===== config.mk =====
export PLATFORM = sky130hd
export DESIGN_NAME = uart_rx_flat
export DESIGN_NICKNAME = d
export VERILOG_FILES = /design/src/rtl/uart_pkg.sv /design/src/rtl/uart_rx_if.sv /design/src/rtl/uart_rx_sync.sv /design/src/rtl/uart_rx.sv /design/src/flat_wrapper.sv
export SDC_FILE = /design/constraint.sdc
export NUM_CORES = 1
export LEC_CHECK = 0
export ABC_CLOCK_PERIOD_IN_PS = 4800
export CAP_MARGIN = 20
export CELL_PAD_IN_SITES_DETAIL_PLACEMENT = 0
export CELL_PAD_IN_SITES_GLOBAL_PLACEMENT = 1
export CORE_ASPECT_RATIO = 0.7
export CORE_UTILIZATION = 50
export CTS_CLUSTER_DIAMETER = 30
export DETAILED_ROUTE_END_ITERATION = 8
export GPL_ROUTABILITY_DRIVEN = 0
export PLACE_DENSITY_LB_ADDON = 0.1
export SYNTH_ARGS = -nofsm -noshare
export SYNTH_HDL_FRONTEND = slang
export SYNTH_SLANG_ARGS = --single-unit

===== constraint.sdc =====
create_clock -name sys_clk -period 4.8 [get_ports sys_clk]
set_input_delay 1.2 -clock sys_clk [delete_from_list [all_inputs] [get_ports sys_clk]]
set_output_delay 1.2 -clock sys_clk [all_outputs]
set_load 0.05 [all_outputs]

===== src/rtl/uart_pkg.sv =====
// Shared UART definitions used by both the transmitter and the receiver.
package uart_pkg;

   localparam int DATA_BITS = 8;

   // Must agree between transmitter and receiver: 9600 baud at 50 MHz.
   localparam logic [12:0] DEFAULT_BAUD_CNT_MAX = 13'd5207;

   typedef enum logic [1:0] {
      IDLE  = 2'd0,
      START = 2'd1,
      DATA  = 2'd2,
      STOP  = 2'd3
   } state_t;

endpackage


===== src/rtl/uart_rx_if.sv =====
// Parallel output bundle of the UART receiver; same byte format the transmitter accepts.
interface uart_rx_if;
   import uart_pkg::*;

   logic [DATA_BITS-1:0] po_data;
   logic                 po_flag;
   logic                 frame_err;
   logic                 rx_busy;

   modport master (
      output po_data,
      output po_flag,
      output frame_err,
      output rx_busy
   );

   modport slave (
      input po_data,
      input po_flag,
      input frame_err,
      input rx_busy
   );

endinterface


===== src/rtl/uart_rx_sync.sv =====
// Three-flop synchroniser for the asynchronous rx line with falling-edge detect.
module uart_rx_sync (
   input  logic sys_clk,
   input  logic sys_rst_n,
   input  logic rx,
   output logic rx_s2,
   output logic fall
);

   logic rx_s1;
   logic rx_s3;

   // Reset to idle-high so no false edge appears out of reset.
   always_ff @(posedge sys_clk or negedge sys_rst_n) begin
      if (!sys_rst_n) begin
         rx_s1 <= 1'b1;
         rx_s2 <= 1'b1;
         rx_s3 <= 1'b1;
      end else begin
         rx_s1 <= rx;
         rx_s2 <= rx_s1;
         rx_s3 <= rx_s2;
      end
   end

   assign fall = rx_s3 & ~rx_s2;

endmodule


===== src/rtl/uart_rx.sv =====
// 8N1 UART receiver: mid-bit sampling of the synchronised rx line, one byte per good frame.
module uart_rx
   import uart_pkg::*;
#(
   parameter logic [12:0] BAUD_CNT_MAX = DEFAULT_BAUD_CNT_MAX
) (
   input  logic       sys_clk,
   input  logic       sys_rst_n,
   input  logic       rx,
   uart_rx_if.master  rx_bus
);

   localparam logic [12:0] HALF = BAUD_CNT_MAX >> 1;

   logic                 rx_s2;
   logic                 fall;
   logic                 mid_s;
   state_t               state_r;
   state_t               next_state_s;
   logic [12:0]          baud_cnt_r;
   logic [12:0]          baud_cnt_nxt_s;
   logic [2:0]           bit_cnt_r;
   logic [2:0]           bit_cnt_nxt_s;
   logic [DATA_BITS-1:0] shift_r;
   logic [DATA_BITS-1:0] shift_nxt_s;
   logic [DATA_BITS-1:0] po_data_r;
   logic [DATA_BITS-1:0] po_data_nxt_s;
   logic                 po_flag_r;
   logic                 po_flag_nxt_s;
   logic                 frame_err_r;
   logic                 frame_err_nxt_s;
   logic                 rx_busy_r;

   uart_rx_sync u_sync (
      .sys_clk   (sys_clk),
      .sys_rst_n (sys_rst_n),
      .rx        (rx),
      .rx_s2     (rx_s2),
      .fall      (fall)
   );

   assign mid_s = (baud_cnt_r == HALF);

   // Next-state, shift register, bit counter and output pulse decode.
   always_comb begin
      next_state_s    = state_r;
      bit_cnt_nxt_s   = bit_cnt_r;
      shift_nxt_s     = shift_r;
      po_data_nxt_s   = po_data_r;
      po_flag_nxt_s   = 1'b0;
      frame_err_nxt_s = 1'b0;
      case (state_r)
         IDLE: begin
            if (fall) begin
               next_state_s = START;
            end else begin
               next_state_s = IDLE;
            end
         end
         START: begin
            if (mid_s) begin
               // A start bit that is high again at mid-bit was a glitch.
               if (!rx_s2) begin
                  next_state_s  = DATA;
                  bit_cnt_nxt_s = 3'd0;
               end else begin
                  next_state_s  = IDLE;
               end
            end else begin
               next_state_s = START;
            end
         end
         DATA: begin
            if (mid_s) begin
               shift_nxt_s = {rx_s2, shift_r[DATA_BITS-1:1]};
               if (bit_cnt_r == 3'd7) begin
                  next_state_s = STOP;
               end else begin
                  bit_cnt_nxt_s = bit_cnt_r + 3'd1;
               end
            end else begin
               next_state_s = DATA;
            end
         end
         STOP: begin
            if (mid_s) begin
               // Leaving at mid-stop gives half a bit to catch a back-to-back start edge.
               next_state_s = IDLE;
               if (rx_s2) begin
                  po_data_nxt_s = shift_r;
                  po_flag_nxt_s = 1'b1;
               end else begin
                  frame_err_nxt_s = 1'b1;
               end
            end else begin
               next_state_s = STOP;
            end
         end
         default: begin
            next_state_s = IDLE;
         end
      endcase
   end

   // Baud counter: held at zero in IDLE so START always begins from zero.
   always_comb begin
      baud_cnt_nxt_s = 13'd0;
      if ((state_r == IDLE) || (next_state_s == IDLE)) begin
         baud_cnt_nxt_s = 13'd0;
      end else if (baud_cnt_r == BAUD_CNT_MAX) begin
         baud_cnt_nxt_s = 13'd0;
      end else begin
         baud_cnt_nxt_s = baud_cnt_r + 13'd1;
      end
   end

   // State, counters and registered outputs.
   always_ff @(posedge sys_clk or negedge sys_rst_n) begin
      if (!sys_rst_n) begin
         state_r     <= IDLE;
         baud_cnt_r  <= 13'd0;
         bit_cnt_r   <= 3'd0;
         shift_r     <= '0;
         po_data_r   <= '0;
         po_flag_r   <= 1'b0;
         frame_err_r <= 1'b0;
         rx_busy_r   <= 1'b0;
      end else begin
         state_r     <= next_state_s;
         baud_cnt_r  <= baud_cnt_nxt_s;
         bit_cnt_r   <= bit_cnt_nxt_s;
         shift_r     <= shift_nxt_s;
         po_data_r   <= po_data_nxt_s;
         po_flag_r   <= po_flag_nxt_s;
         frame_err_r <= frame_err_nxt_s;
         rx_busy_r   <= (next_state_s != IDLE);
      end
   end

   assign rx_bus.po_data   = po_data_r;
   assign rx_bus.po_flag   = po_flag_r;
   assign rx_bus.frame_err = frame_err_r;
   assign rx_bus.rx_busy   = rx_busy_r;

endmodule


===== src/flat_wrapper.sv =====
// flat-port wrapper written by rule: the top's interface ports become plain ports
module uart_rx_flat import uart_pkg::*;
#(
   parameter logic [12:0] BAUD_CNT_MAX = DEFAULT_BAUD_CNT_MAX
)
  (sys_clk, sys_rst_n, rx, rx_bus_po_data, rx_bus_po_flag, rx_bus_frame_err, rx_bus_rx_busy);
  uart_rx_if rx_bus_i ();
  input  logic sys_clk;
  input  logic sys_rst_n;
  input  logic rx;
  output wire logic [$bits(rx_bus_i.po_data)-1:0] rx_bus_po_data;
  output wire logic [$bits(rx_bus_i.po_flag)-1:0] rx_bus_po_flag;
  output wire logic [$bits(rx_bus_i.frame_err)-1:0] rx_bus_frame_err;
  output wire logic [$bits(rx_bus_i.rx_busy)-1:0] rx_bus_rx_busy;
  assign rx_bus_po_data = rx_bus_i.po_data;
  assign rx_bus_po_flag = rx_bus_i.po_flag;
  assign rx_bus_frame_err = rx_bus_i.frame_err;
  assign rx_bus_rx_busy = rx_bus_i.rx_busy;
  uart_rx #(.BAUD_CNT_MAX(BAUD_CNT_MAX)) u_core (.sys_clk(sys_clk), .sys_rst_n(sys_rst_n), .rx(rx), .rx_bus(rx_bus_i));
endmodule

======== After elaboration in Yosys (flattened, before gate mapping) ========
Cells that the tools add are included.
Widths: inputs -> output; s select.
storage, ports and cells
  input bits .............................. 3
  logic and storage cells ................. 53
  output and inout port bits .............. 11
  register bits ........................... 40
operators by class
  muxes and demuxes ....................... 20
  add/subtract/negate cells ............... 2
  bitwise operators ....................... 2
  reductions and logical operators ........ 8
  equal/unequal tests ..................... 10
operators with widths
  kind                   count
  $mux 13                2
  $add 13x1->13 const B  1
  $eq 13x12->1 const B   1
  $eq 13x13->1 const B   1
  $mux 3                 4
  $mux 2                 5
  $pmux 2 s4             1
  $mux 1                 7
  $pmux 3 s2             1
  $reduce_and 5->1       1
  $eq 2x2->1 const B     2
  $logic_not 2->1        2
  $ne 2x1->1 const B     2
  $ne 2x2->1 const B     2
  $reduce_bool 2->1      2
  $add 3x1->3 const B    1
  $eq 3x3->1 const B     1
  $reduce_and 3->1       1
  $eq 2x1->1 const B     1
  $reduce_and 2->1       1
  $and 1x1->1            1
  $logic_or 1x1->1       1
  $not 1->1              1

======== Depth between registers and ports, before layout ========
Gate-level depths: netlist of the first run.
  word-level depth ........................ 7
  mapped depth ............................ 6
  depth with buffers taken out ............ 5

======== Modules after synthesis ========
From an unflattened synthesis of the first run, not the netlist that was laid out.
unflattened totals
  cells, all modules ...................... 148
  area total of the unflattened synthesis .. 1853.0 um^2
modules (own cells, without submodules)
  module        area an instance (um^2)  instances  sequential area each (um^2)  cells each
  uart_rx       1760.4                   1          925.9                        144
  uart_rx_sync  92.6                     1          78.8                         4

======== Least setup slack after synthesis of the first run ========
Ideal clock, no wire load.
  path type ............................... register -> output
  start point ............................. register u_core.po_data_r[5] (netlist: u_core.rx_bus.po_data[5])
  end point ............................... output rx_bus_po_data[5]
  arrival ................................. 600 ps
  path buffers ............................ 0
  data required time ...................... 3600 ps
  path slack .............................. 3000 ps
  stages on the path, launching flop included .. 1
  path through ............................ dfrtp_1
RTL lines
  what                      RTL line            text
  start: declaration        uart_rx.sv:26       logic [DATA_BITS-1:0] po_data_r;
  start signal: assignment  uart_rx.sv:133      po_data_r <= po_data_nxt_s;
  end: declaration          flat_wrapper.sv:11  output wire logic [$bits(rx_bus_i.po_data)-1:0] rx_bus_po_data;
No word-level cell between the ends.

======== Final worst setup path of the first run ========
  start point ............................. register u_core.po_data_r[3] (netlist: u_core.rx_bus.po_data[3])
  end point ............................... output rx_bus_po_data[3]
No word-level cell between the ends.

==> key figures, run 1 <==
Timing
  • Count of pins over their slew limit: 0
  • Number of hold violations in the final report: 0
  • Time the worst path needs with I/O delays and setup: about 2.6 ns
  • Maximum clock rate: 0.379 GHz
  • Part of the cycle the worst path needs: 0.549
  • Transition time at the pin with the least slew margin: between 0.8 and 0.9 ns
  • Setup-failing EPs final: 0
  • Slew headroom: 0.426
  • Total negative setup slack: 0 ns
  • Minimum setup slack in the final design: 2.16 ns
  • Max Clock Skew: 0.00600 ns
  • Setup repair after global routing missed its margin: no

Routing
  • Number of violations reported at the end of detailed-routing iteration 0: approximately 120
  • Routed WL per cell: ~15 um
  • Number of remaining DRC errors: 0
  • Number of routed nets with antenna violations: 0
  • First-pass iteration count of the detailed router: 4
  • Total Routed Length: 3280 um
  • Vias after detailed routing: between 1k and 1.5k
  • Via density per instance: 5.51

Final layout
  • Share of layout cells above drive strength 1: 0.226
  • Highest-count cells in the layout ignoring fill and taps: sky130_fd_sc_hd__dfrtp_1, sky130_fd_sc_hd__nor2_1, sky130_fd_sc_hd__mux2_2, sky130_fd_sc_hd__clkdlybuf4s50_1, sky130_fd_sc_hd__xnor2_1
  • Count of nets after finishing: 173
  • Most frequent standard cell in the layout excluding fill and tap cells: sky130_fd_sc_hd__dfrtp_1
  • Synthesis-to-finish area growth: 14.5%
  • Total inserted antenna cells: 0

Synthesis
  • Warning count from the yosys run: 0
  • Share of flip-flops with an asynchronous set or reset: 1.00
  • Number of synthesized flops with an enable pin: 0
  • Post-Syn Area: 0.00183 mm2
  • Net Count, Synth: ~160
  • Count of distinct cell types in the synthesized netlist: 38
  • #FFs+latches synth: 40
  • Sequential cell area fraction in the yosys report: 0.548
  • Syn avg cell area: 12.1 um2
  • Synthesized instance count: 151
  • Most used flip-flop cell after synthesis: sky130_fd_sc_hd__dfrtp_1

GRT
  • First-pass GRT wire length: 5690 um
  • Number of global-route vias before repair: approximately 1.2k
  • Maximum number of pins on one net before global-route repair: 41
  • GRT overflow: 0
  • Total routing usage reported by global routing: 0.201
  • Antenna violations before repair: 0

Critical path
  • Type of element capturing the critical path: output port
  • Worst Setup Path Type: reg2out
  • Highest cell delay on the worst timing path: 0.81 ns
  • Reg-to-reg setup timing slack: around 2.7 ns
  • Arrival time of data at the critical path endpoint: 1.44 ns
  • Critical path, cell by cell: clkdlybuf4s50_1
  • Max stage delay cell, worst path: sky130_fd_sc_hd__clkdlybuf4s50_1
  • Kind of start point of the critical path: flop
  • FF-to-FF End: u_core.rx_bus.po_data[6]
  • Biggest fanout along the worst timing path: 2
  • Data required time of the critical path: 3.60 ns
  • Reg-to-Reg Start: u_core.baud_cnt_r[0]
  • Worst path bufs/invs: 1
  • Delay-heaviest family, CP: buffers and inverters
  • R2r worst-path depth: 5

Floorplan
  • Core Area: 0.00332 mm2
  • Starting density of the core: 0.552
  • Die outline height: 52.7 um
  • Width of the die: 74.4 um
  • Number of core rows: 17
  • Die ar.: around 0.0039 mm2
  • I/O pin cnt: 14

Placement
  • Placed wire-length estimate after detailed placement: 2290 um
  • Worst slack after detailed placement: around 2.5 ns
  • Port-buffer cells: 13

Power and ir drop
  • Overall power consumption: 779 uW
  • Switching component of the power: 209 uW
  • Internal power component: 569 uW
  • Largest voltage drop on the vdd net: between 0.0002 and 0.00025 V
  • Static leakage power: 0.960 nW
  • PwrDens: 371 mW/mm2
  • Sw frac: 0.269
  • Combinational share of power: 0.126
  • Clock power share: 0.338
  • Portion of total power attributed to sequential cells: 0.536

Clock tree
  • Clk sink count: 40
  • Cell chosen for the clock root: sky130_fd_sc_hd__clkbuf_8
  • Clock-pin slew reported for the worst setup and hold paths after clock tree synthesis: 0.07 ns
  • Buffer levels on the longest clock path: 2
  • Number of buffers created by CTS: 5
  • Post-CTS setup repair buffer count: 0
  • CTS-repair resized insts: 0
  • Hold Buf Count CTS: 0
  • Number of H-tree levels: 2
  • Worst skew pair latency: about 0.28 ns
  • TritonCTS clock tree: built

Run
  • Number of max-capacitance violations reported: 0

Min path
  • Startpoint of the tightest hold check path: u_core.u_sync.rx_s1
  • Destination of the worst hold path: u_core.u_sync.rx_s2
  • Hold/Removal Path Class: reg2reg
  • Number of cells traversed by the worst hold path: 0

Outcome
  • Result of the run: complete, no violations
[cell type report]
type / instances / area, um2
timing repair buffer: 13 / 125
tap: 47 / 58.8
clock buffer: 6 / 72.6
inverter: 5 / 18.8
fill: 269 / 1220
sequential: 40 / 1000
multi-input combinational: 102 / 785
clock inverter: 2 / 35.0
[power groups by stage]
stage | clock network [mW] | logic, mW | registers [mW]
after floorplan | 0 | 0.0749 | 0.406
after global placement | 0 | 0.0935 | 0.419
after detailed placement | 0 | 0.0976 | 0.420
after CTS | 0.272 | 0.0993 | 0.414
after global routing | 0.284 | 0.112 | 0.423
final | 0.263 | 0.0982 | 0.417
[per-layer routing]
metal | wire length (um) | GRT usage
met1 | 1740 | 0.301
met2 | 1360 | 0.278
met3 | 156 | 0.0538
met4 | 14 | 0.0660
met5 | 0 | 0
[sequential cells by signal, summed over array words and instances (netlist names)]
register / flops
u_core.u_sync.rx_s3: 1
u_core.u_sync.rx_s1: 1
u_core.rx_bus.rx_busy: 1
u_core.shift_r: 8
u_core.rx_bus.po_data: 8
u_core.rx_bus.frame_err: 1
u_core.u_sync.rx_s2: 1
u_core.bit_cnt_r: 3
u_core.rx_bus.po_flag: 1
u_core.baud_cnt_r: 13
u_core.state_r: 2
[worst max path at each step]
stage / start / endpoint / slack [ns] / cells past startpoint
6_report: u_core.rx_bus.po_data[3] / rx_bus_po_data[3] / 2.16 / 1
5_1_grt: u_core.rx_bus.po_data[6] / rx_bus_po_data[6] / 2.10 / 1
4_1_cts: u_core.rx_bus.po_data[6] / rx_bus_po_data[6] / 2.14 / 1
3_5_place_dp: u_core.rx_bus.po_data[6] / rx_bus_po_data[6] / 2.46 / 1
3_3_place_gp: u_core.rx_bus.po_data[6] / rx_bus_po_data[6] / 2.47 / 1
2_1_floorplan: u_core.rx_bus.po_data[5] / rx_bus_po_data[5] / 3.00 / 0
[synth_stat cells, types with 2 or more instances]
library cell,instances,share of area
sky130_fd_sc_hd__a21oi_1,2,0.0055
sky130_fd_sc_hd__a221o_2,2,0.012
sky130_fd_sc_hd__a31oi_1,2,0.0068
sky130_fd_sc_hd__and3_1,7,0.024
sky130_fd_sc_hd__and4bb_2,2,0.014
sky130_fd_sc_hd__buf_2,2,0.0055
sky130_fd_sc_hd__dfrtp_1,37,0.51
sky130_fd_sc_hd__dfstp_2,3,0.043
sky130_fd_sc_hd__ha_1,3,0.020
sky130_fd_sc_hd__inv_1,5,0.010
sky130_fd_sc_hd__mux2_2,14,0.086
sky130_fd_sc_hd__mux2_4,2,0.016
sky130_fd_sc_hd__nand2_1,5,0.010
sky130_fd_sc_hd__nand3_1,4,0.011
sky130_fd_sc_hd__nand4_1,2,0.0068
sky130_fd_sc_hd__nor2_1,19,0.039
sky130_fd_sc_hd__nor3_1,3,0.0082
sky130_fd_sc_hd__nor3b_1,2,0.0082
sky130_fd_sc_hd__nor4_1,2,0.0068
sky130_fd_sc_hd__nor4bb_1,2,0.011
sky130_fd_sc_hd__o21ai_0,4,0.011
sky130_fd_sc_hd__or2_2,3,0.010
sky130_fd_sc_hd__xnor2_1,8,0.038
sky130_fd_sc_hd__xor2_1,2,0.0096
[through the flow]
stage / utilization / hold slack [ns] / instance area (um2) / std cells
3_5_place_dp: 0.600 / 0.353 / 1990 / 207
5_1_grt: 0.633 / 0.364 / 2100 / 215
3_3_place_gp: 0.600 / 0.347 / 1990 / 207
2_1_floorplan: - / 0.345 / 1830 / 151
6_report: 0.633 / 0.359 / 2100 / 215
4_1_cts: 0.633 / 0.363 / 2100 / 215
[cell families after synthesis]
group,synth area share
DFF,0.548
buffers and inverters,0.0239
and+or+nand+nor,0.197
muxes,0.102
AOI/OAI and AO/OA,0.0601
xor gates and xnor gates,0.0478
adders and majority gates,0.0205
No activity file was read; power rests on OpenSTA's default activity.
==> inputs of run 2 (changes only) <==
--- a/config.mk
+++ b/config.mk
@@ -5,12 +5,12 @@
 export SDC_FILE = /design/constraint.sdc
 export NUM_CORES = 1
 export LEC_CHECK = 0
-export ABC_CLOCK_PERIOD_IN_PS = 4800
+export ABC_CLOCK_PERIOD_IN_PS = 2400
 export CAP_MARGIN = 20
 export CELL_PAD_IN_SITES_DETAIL_PLACEMENT = 0
 export CELL_PAD_IN_SITES_GLOBAL_PLACEMENT = 1
 export CORE_ASPECT_RATIO = 0.7
-export CORE_UTILIZATION = 50
+export CORE_UTILIZATION = 42
 export CTS_CLUSTER_DIAMETER = 30
 export DETAILED_ROUTE_END_ITERATION = 8
 export GPL_ROUTABILITY_DRIVEN = 0
==> constraint.sdc (replaced) <==
create_clock -name sys_clk -period 2.4 [get_ports sys_clk]
set_input_delay 0.6 -clock sys_clk [delete_from_list [all_inputs] [get_ports sys_clk]]
set_output_delay 0.6 -clock sys_clk [all_outputs]
set_load 0.05 [all_outputs]
==> key figures, run 2 (synthesis gave the netlist of run 1 again) <==
Outcome
  • Result of the run: complete, no violations

Critical path
  • Arrival time of data at the critical path endpoint: 1.47 ns (+0.03 ns)
  • Max stage delay cell, worst path: sky130_fd_sc_hd__clkdlybuf4s50_1
  • Delay-heaviest family, CP: buffers and inverters
  • Critical path, cell by cell: clkdlybuf4s50_1
  • Worst path bufs/invs: 1 (unchanged)
  • Type of element capturing the critical path: output port
  • Data required time of the critical path: 1.80 ns (-1.80 ns)
  • Kind of start point of the critical path: flop
  • Worst Setup Path Type: reg2out
  • Highest cell delay on the worst timing path: 0.81 ns (about the same)
  • Biggest fanout along the worst timing path: 2 (unchanged)

Clock tree
  • Number of buffers created by CTS: 5 (unchanged)
  • Buffer levels on the longest clock path: 2 (unchanged)
  • TritonCTS clock tree: built
  • Cell chosen for the clock root: sky130_fd_sc_hd__clkbuf_8
  • Hold Buf Count CTS: 0 (unchanged)
  • Clock-pin slew reported for the worst setup and hold paths after clock tree synthesis: 0.08 ns (about the same)
  • Post-CTS setup repair buffer count: 0 (unchanged)
  • Number of H-tree levels: 2 (unchanged)
  • Clk sink count: 40 (unchanged)
  • Worst skew pair latency: 0.29 ns (about the same)
  • CTS-repair resized insts: 0 (unchanged)

Routing
  • Number of routed nets with antenna violations: 0 (unchanged)
  • Number of remaining DRC errors: 0 (unchanged)
  • Total Routed Length: 3260 um (-0.46%)
  • Routed WL per cell: 14.8 um (-2.7%)
  • First-pass iteration count of the detailed router: 4 (unchanged)
  • Vias after detailed routing: 1144 (-3.4%)
  • Via density per instance: 5.20 (-5.6%)
  • Number of violations reported at the end of detailed-routing iteration 0: 76 (-38%)

Power and ir drop
  • Largest voltage drop on the vdd net: 0.000436 V (+83%)
  • Static leakage power: 0.971 nW (+1.1%)
  • PwrDens: 778 mW/mm2 (+110%)

Final layout
  • Number of filler cells placed in the layout: 370 (+38%)
  • Synthesis-to-finish area growth: 16.2%
  • Number of standard cells in the layout, taps in and fillers out: 220 (+2.3%)
  • Most frequent standard cell in the layout excluding fill and tap cells: sky130_fd_sc_hd__dfrtp_1
  • Largest register by flop count: u_core.baud_cnt_r
  • Share of layout cells above drive strength 1: 0.226 (unchanged)
  • Total inserted antenna cells: 0 (unchanged)
  • Number of flip-flops in the largest register: 13 (unchanged)
  • Count of nets after finishing: 173 (unchanged)
  • Highest-count cells in the layout ignoring fill and taps: sky130_fd_sc_hd__dfrtp_1, sky130_fd_sc_hd__nor2_1, sky130_fd_sc_hd__mux2_2, sky130_fd_sc_hd__clkdlybuf4s50_1, sky130_fd_sc_hd__xnor2_1

GRT
  • Maximum number of pins on one net before global-route repair: 41 (unchanged)
  • Antenna violations before repair: 0 (unchanged)
  • GRT overflow: 0 (unchanged)
  • Number of global-route vias before repair: 1199 (+0.59%)
  • Total routing usage reported by global routing: 0.171 (-0.0300)
  • First-pass GRT wire length: 5870 um (+3.0%)

Timing
  • Total negative setup slack: 0 ns (unchanged)
  • Setup-failing EPs final: 0 (unchanged)
  • Count of pins over their slew limit: 0 (unchanged)
  • Transition time at the pin with the least slew margin: 0.850 ns (-0.0106 ns)
  • Minimum setup slack in the final design: 0.328 ns (-1.83 ns)
  • Time the worst path needs with I/O delays and setup: 2.07 ns
  • Max Clock Skew: 0.00785 ns (+0.00185 ns)
  • Part of the cycle the worst path needs: 0.863
  • Maximum clock rate: about 0.48 GHz
  • Number of hold violations in the final report: 0 (unchanged)
  • Slew headroom: 0.433 (+0.00709)
  • Setup repair after global routing missed its margin: no

Floorplan
  • Die ar.: 0.00464 mm2 (+18%)
  • Core Area: 0.00404 mm2 (+22%)
  • I/O pin cnt: 14 (unchanged)
  • Width of the die: 81.0 um (+8.9%)
  • Die outline height: 57.3 um (+8.8%)
  • Number of core rows: 19 (+2)
  • Starting density of the core: 0.454 (-0.0989)

Placement
  • Placed wire-length estimate after detailed placement: 2310 um (+0.92%)
  • Port-buffer cells: 13 (unchanged)
  • Worst slack after detailed placement: 0.420 ns (-2.04 ns)
  • Number of placed cells counting well taps: 212 (+2.4%)

Run
  • Number of max-capacitance violations reported: 0 (unchanged)

Min path
  • Hold/Removal Path Class: reg2reg
run 2: report_power, final:
group	internal, mW	switching, mW
Clock	0.416	0.223
Sequential	0.737	0.0907
Combinational	0.0927	0.0985
Total	1.25	0.412
run 2: final cells by class:
type                    instances  area, um2  area share
flip-flops and latches         40       1000       0.472
multi-input cells             102        785       0.368
repair buffers                 13        125      0.0587
clock buffers                   6       72.6      0.0341
well taps                      52       65.1      0.0305
clock inverters                 2       60.1      0.0282
inverters                       5       18.8     0.00881
run 2: stage by stage:
step                area (um2)   util  hold WS, ns  power (mW)
floorplan                 1830      -        0.304       0.962
global placement          2000  0.494        0.346        1.03
detailed placement        2000  0.494        0.349        1.03
CTS                       2130  0.527        0.360        1.67
global route              2130  0.527        0.362        1.75
finish                    2130  0.527        0.358        1.66
run 2: layer usage:
metal	vias up	track usage	part of all wire
li1	569	-	-
met5	-	0	0
met4	0	0.0638	0.010
met2	20	0.230	0.38
met1	550	0.258	0.56
met3	5	0.0496	0.041
run 2: final timing paths:
kind	from	end	slack (ns)	depth (start not counted)
worst max-delay path	u_core.rx_bus.po_data[6]	rx_bus_po_data[6]	0.33	1
worst min-delay path	u_core.u_sync.rx_s1	u_core.u_sync.rx_s2	0.36	0
worst max register to register	u_core.baud_cnt_r[0]	u_core.rx_bus.po_data[5]	0.41	5
worst min register to register	u_core.u_sync.rx_s1	u_core.u_sync.rx_s2	0.36	0
max in group asynchronous	sys_rst_n	u_core.baud_cnt_r[7]	1.45	1
min in group asynchronous	sys_rst_n	u_core.bit_cnt_r[1]	0.42	1
==> inputs of run 3 (changes only) <==
--- a/config.mk
+++ b/config.mk
@@ -9,7 +9,6 @@
 export CAP_MARGIN = 20
 export CELL_PAD_IN_SITES_DETAIL_PLACEMENT = 0
 export CELL_PAD_IN_SITES_GLOBAL_PLACEMENT = 1
-export CORE_ASPECT_RATIO = 0.7
 export CORE_UTILIZATION = 42
 export CTS_CLUSTER_DIAMETER = 30
 export DETAILED_ROUTE_END_ITERATION = 8
==> key figures, run 3 (synthesis gave the netlist of run 1 again) <==
Outcome
  • Result of the run: complete, no violations

Clock tree
  • Worst skew pair latency: 0.29 ns (about the same)
  • Cell chosen for the clock root: sky130_fd_sc_hd__clkbuf_8
  • Number of H-tree levels: 2 (unchanged)
  • Post-CTS setup repair buffer count: 0 (unchanged)
  • TritonCTS clock tree: built
  • Clock-pin slew reported for the worst setup and hold paths after clock tree synthesis: 0.08 ns (about the same)
  • Hold Buf Count CTS: 0 (unchanged)
  • Number of buffers created by CTS: 5 (unchanged)
  • Buffer levels on the longest clock path: 2 (unchanged)
  • CTS-repair resized insts: 0 (unchanged)
  • Clk sink count: 40 (unchanged)

Power and ir drop
  • Sw frac: 0.276 (+0.0271)
  • Overall power consumption: 1.47 mW (-11%)
  • PwrDens: 703 mW/mm2 (-9.7%)
  • Largest voltage drop on the vdd net: 0.000373 V (-14%)
  • Clock power share: 0.312 (-0.073)
  • Portion of total power attributed to sequential cells: 0.559 (+0.060)
  • Switching component of the power: 406 uW (-1.6%)
  • Internal power component: 1.07 mW (-14%)
  • Combinational share of power: 0.129 (+0.014)
  • Static leakage power: 0.956 nW (-1.6%)

Critical path
  • Reg-to-reg setup timing slack: 0.44 ns (+0.03 ns)
  • Max stage delay cell, worst path: sky130_fd_sc_hd__clkdlybuf4s50_1
  • Reg-to-Reg Start: u_core.baud_cnt_r[0]
  • Data required time of the critical path: 1.80 ns (about the same)
  • Critical path, cell by cell: clkdlybuf4s50_1
  • Delay-heaviest family, CP: buffers and inverters
  • Kind of start point of the critical path: flop
  • Worst path bufs/invs: 1 (unchanged)
  • Arrival time of data at the critical path endpoint: 1.46 ns (about the same)
  • R2r worst-path depth: 5 (unchanged)
  • Biggest fanout along the worst timing path: 2 (unchanged)
  • Highest cell delay on the worst timing path: 0.81 ns (about the same)
  • Type of element capturing the critical path: output port
  • Worst Setup Path Type: reg2out
  • FF-to-FF End: u_core.rx_bus.po_data[5]

Routing
  • Wire length on met2: 1480 um (+18%)
  • Detailed-routing wirelength on met1: 1570 um (-14%)
  • DR top layer: met4
  • Routed WL per cell: 14.8 um (about the same)
  • Routed wire length on met3: 131 um (-1.5%)
  • First-pass iteration count of the detailed router: 4 (unchanged)
  • Number of violations reported at the end of detailed-routing iteration 0: 61 (-20%)
  • Vias after detailed routing: 1198 (+4.7%)
  • Total Routed Length: 3250 um (-0.40%)
  • Number of routed nets with antenna violations: 0 (unchanged)
  • Via density per instance: 5.47 (+5.2%)
  • Number of remaining DRC errors: 0 (unchanged)

Floorplan
  • Die outline height: 68.1 um (+19%)
  • Starting density of the core: 0.449 (-0.00500)
  • Die ar.: 0.00463 mm2 (about the same)
  • I/O pin cnt: 14 (unchanged)
  • Core Area: 0.00409 mm2 (+1.1%)
  • Number of core rows: 23 (+4)
  • Width of the die: 68.1 um (-16%)

Timing
  • Maximum clock rate: 0.485 GHz (+0.56%)
  • Max Clock Skew: 0.00796 ns (+0.000108 ns)
  • Part of the cycle the worst path needs: 0.859 (-0.00480)
  • Count of pins over their slew limit: 0 (unchanged)
  • Setup-failing EPs final: 0 (unchanged)
  • Time the worst path needs with I/O delays and setup: 2.06 ns (-0.0115 ns)
  • Slew headroom: 0.647 (+0.214)
  • Transition time at the pin with the least slew margin: 0.529 ns (-0.321 ns)
  • Total negative setup slack: 0 ns (unchanged)
  • Setup repair after global routing missed its margin: no
  • Number of hold violations in the final report: 0 (unchanged)

GRT
  • GRT overflow: 0 (unchanged)
  • First-pass GRT wire length: 5650 um (-3.6%)
  • Maximum number of pins on one net before global-route repair: 41 (unchanged)
  • Total routing usage reported by global routing: 0.173 (+0.00184)
  • Number of global-route vias before repair: 1210 (+0.92%)
  • Antenna violations before repair: 0 (unchanged)

Final layout
  • Synthesis-to-finish area growth: 14.2%
  • Number of flip-flops in the largest register: 13 (unchanged)
  • Share of layout cells above drive strength 1: 0.225 (-0.00134)
  • Highest-count cells in the layout ignoring fill and taps: sky130_fd_sc_hd__dfrtp_1, sky130_fd_sc_hd__nor2_1, sky130_fd_sc_hd__mux2_2, sky130_fd_sc_hd__clkdlybuf4s50_1, sky130_fd_sc_hd__xnor2_1
  • Count of nets after finishing: 174 (+0.58%)
  • Total inserted antenna cells: 0 (unchanged)
  • Number of filler cells placed in the layout: 362 (-2.2%)
  • Most frequent standard cell in the layout excluding fill and tap cells: sky130_fd_sc_hd__dfrtp_1
  • Post-layout utilization of the core: 0.512 (-0.0150)
  • Final non-filler cell area: 0.00209 mm2 (-1.8%)
  • Number of standard cells in the layout, taps in and fillers out: 219 (-0.45%)
  • Largest register by flop count: u_core.baud_cnt_r

Placement
  • Number of placed cells counting well taps: 211 (-0.47%)
  • Placed wire-length estimate after detailed placement: 2220 um (-3.9%)
  • Port-buffer cells: 13 (unchanged)
  • Placed Instance Area: 0.00200 mm2 (+0.25%)

Min path
  • Hold/Removal Path Class: in2async

Run
  • Number of max-capacitance violations reported: 0 (unchanged)
run 3: final cells by class:
| type | count | area (um2) | area share |
|---|---|---|---|
| Tap cell | 50 | 62.6 | 0.0299 |
| Inverter | 5 | 18.8 | 0.00897 |
| Sequential cell | 40 | 1000 | 0.480 |
| Multi-Input combinational cell | 102 | 785 | 0.375 |
| Clock buffer | 8 | 90.1 | 0.0430 |
| Timing Repair Buffer | 14 | 133 | 0.0634 |
run 3: layer usage:
metal  vias up  GRT usage
li1        567          -
met3         5     0.0583
met4         0     0.0755
met5         -          0
met1       605      0.217
met2        21      0.268
run 3: power by group through the flow:
stage	Clock, mW	Combinational, mW	Sequential, mW
floorplan	0	0.150	0.812
global placement	0	0.186	0.832
detailed placement	0	0.190	0.834
CTS	0.478	0.192	0.821
global route	0.504	0.225	0.835
finish	0.459	0.189	0.822
run 3: worst register-to-register path: stages (launching register included):
cell	delay (ns)
sky130_fd_sc_hd__dfrtp_1	0.37
sky130_fd_sc_hd__ha_1	0.22
sky130_fd_sc_hd__nor4b_4	0.28
sky130_fd_sc_hd__and3_1	0.39
sky130_fd_sc_hd__nand4_4	0.23
sky130_fd_sc_hd__mux2_4	0.37
run 3: worst max-delay path by stage:
stage / cells past startpoint / to / slack (ns) / startpoint
after floorplan: 6 / u_core.rx_bus.po_data[5] / 0.68 / u_core.baud_cnt_r[0]
after global placement: 5 / u_core.rx_bus.po_data[6] / 0.49 / u_core.baud_cnt_r[0]
after detailed placement: 5 / u_core.rx_bus.po_data[5] / 0.42 / u_core.baud_cnt_r[0]
after CTS: 1 / rx_bus_po_data[5] / 0.33 / u_core.rx_bus.po_data[5]
after global routing: 1 / rx_bus_po_data[5] / 0.28 / u_core.rx_bus.po_data[5]
final: 1 / rx_bus_po_data[5] / 0.34 / u_core.rx_bus.po_data[5]
run 3: metrics by stage:
stage | setup slack (ns) | hold slack (ns)
global placement | 0.492 | 0.349
global route | 0.277 | 0.369
detailed placement | 0.416 | 0.350
finish | 0.340 | 0.358
CTS | 0.326 | 0.361
floorplan | 0.680 | 0.304
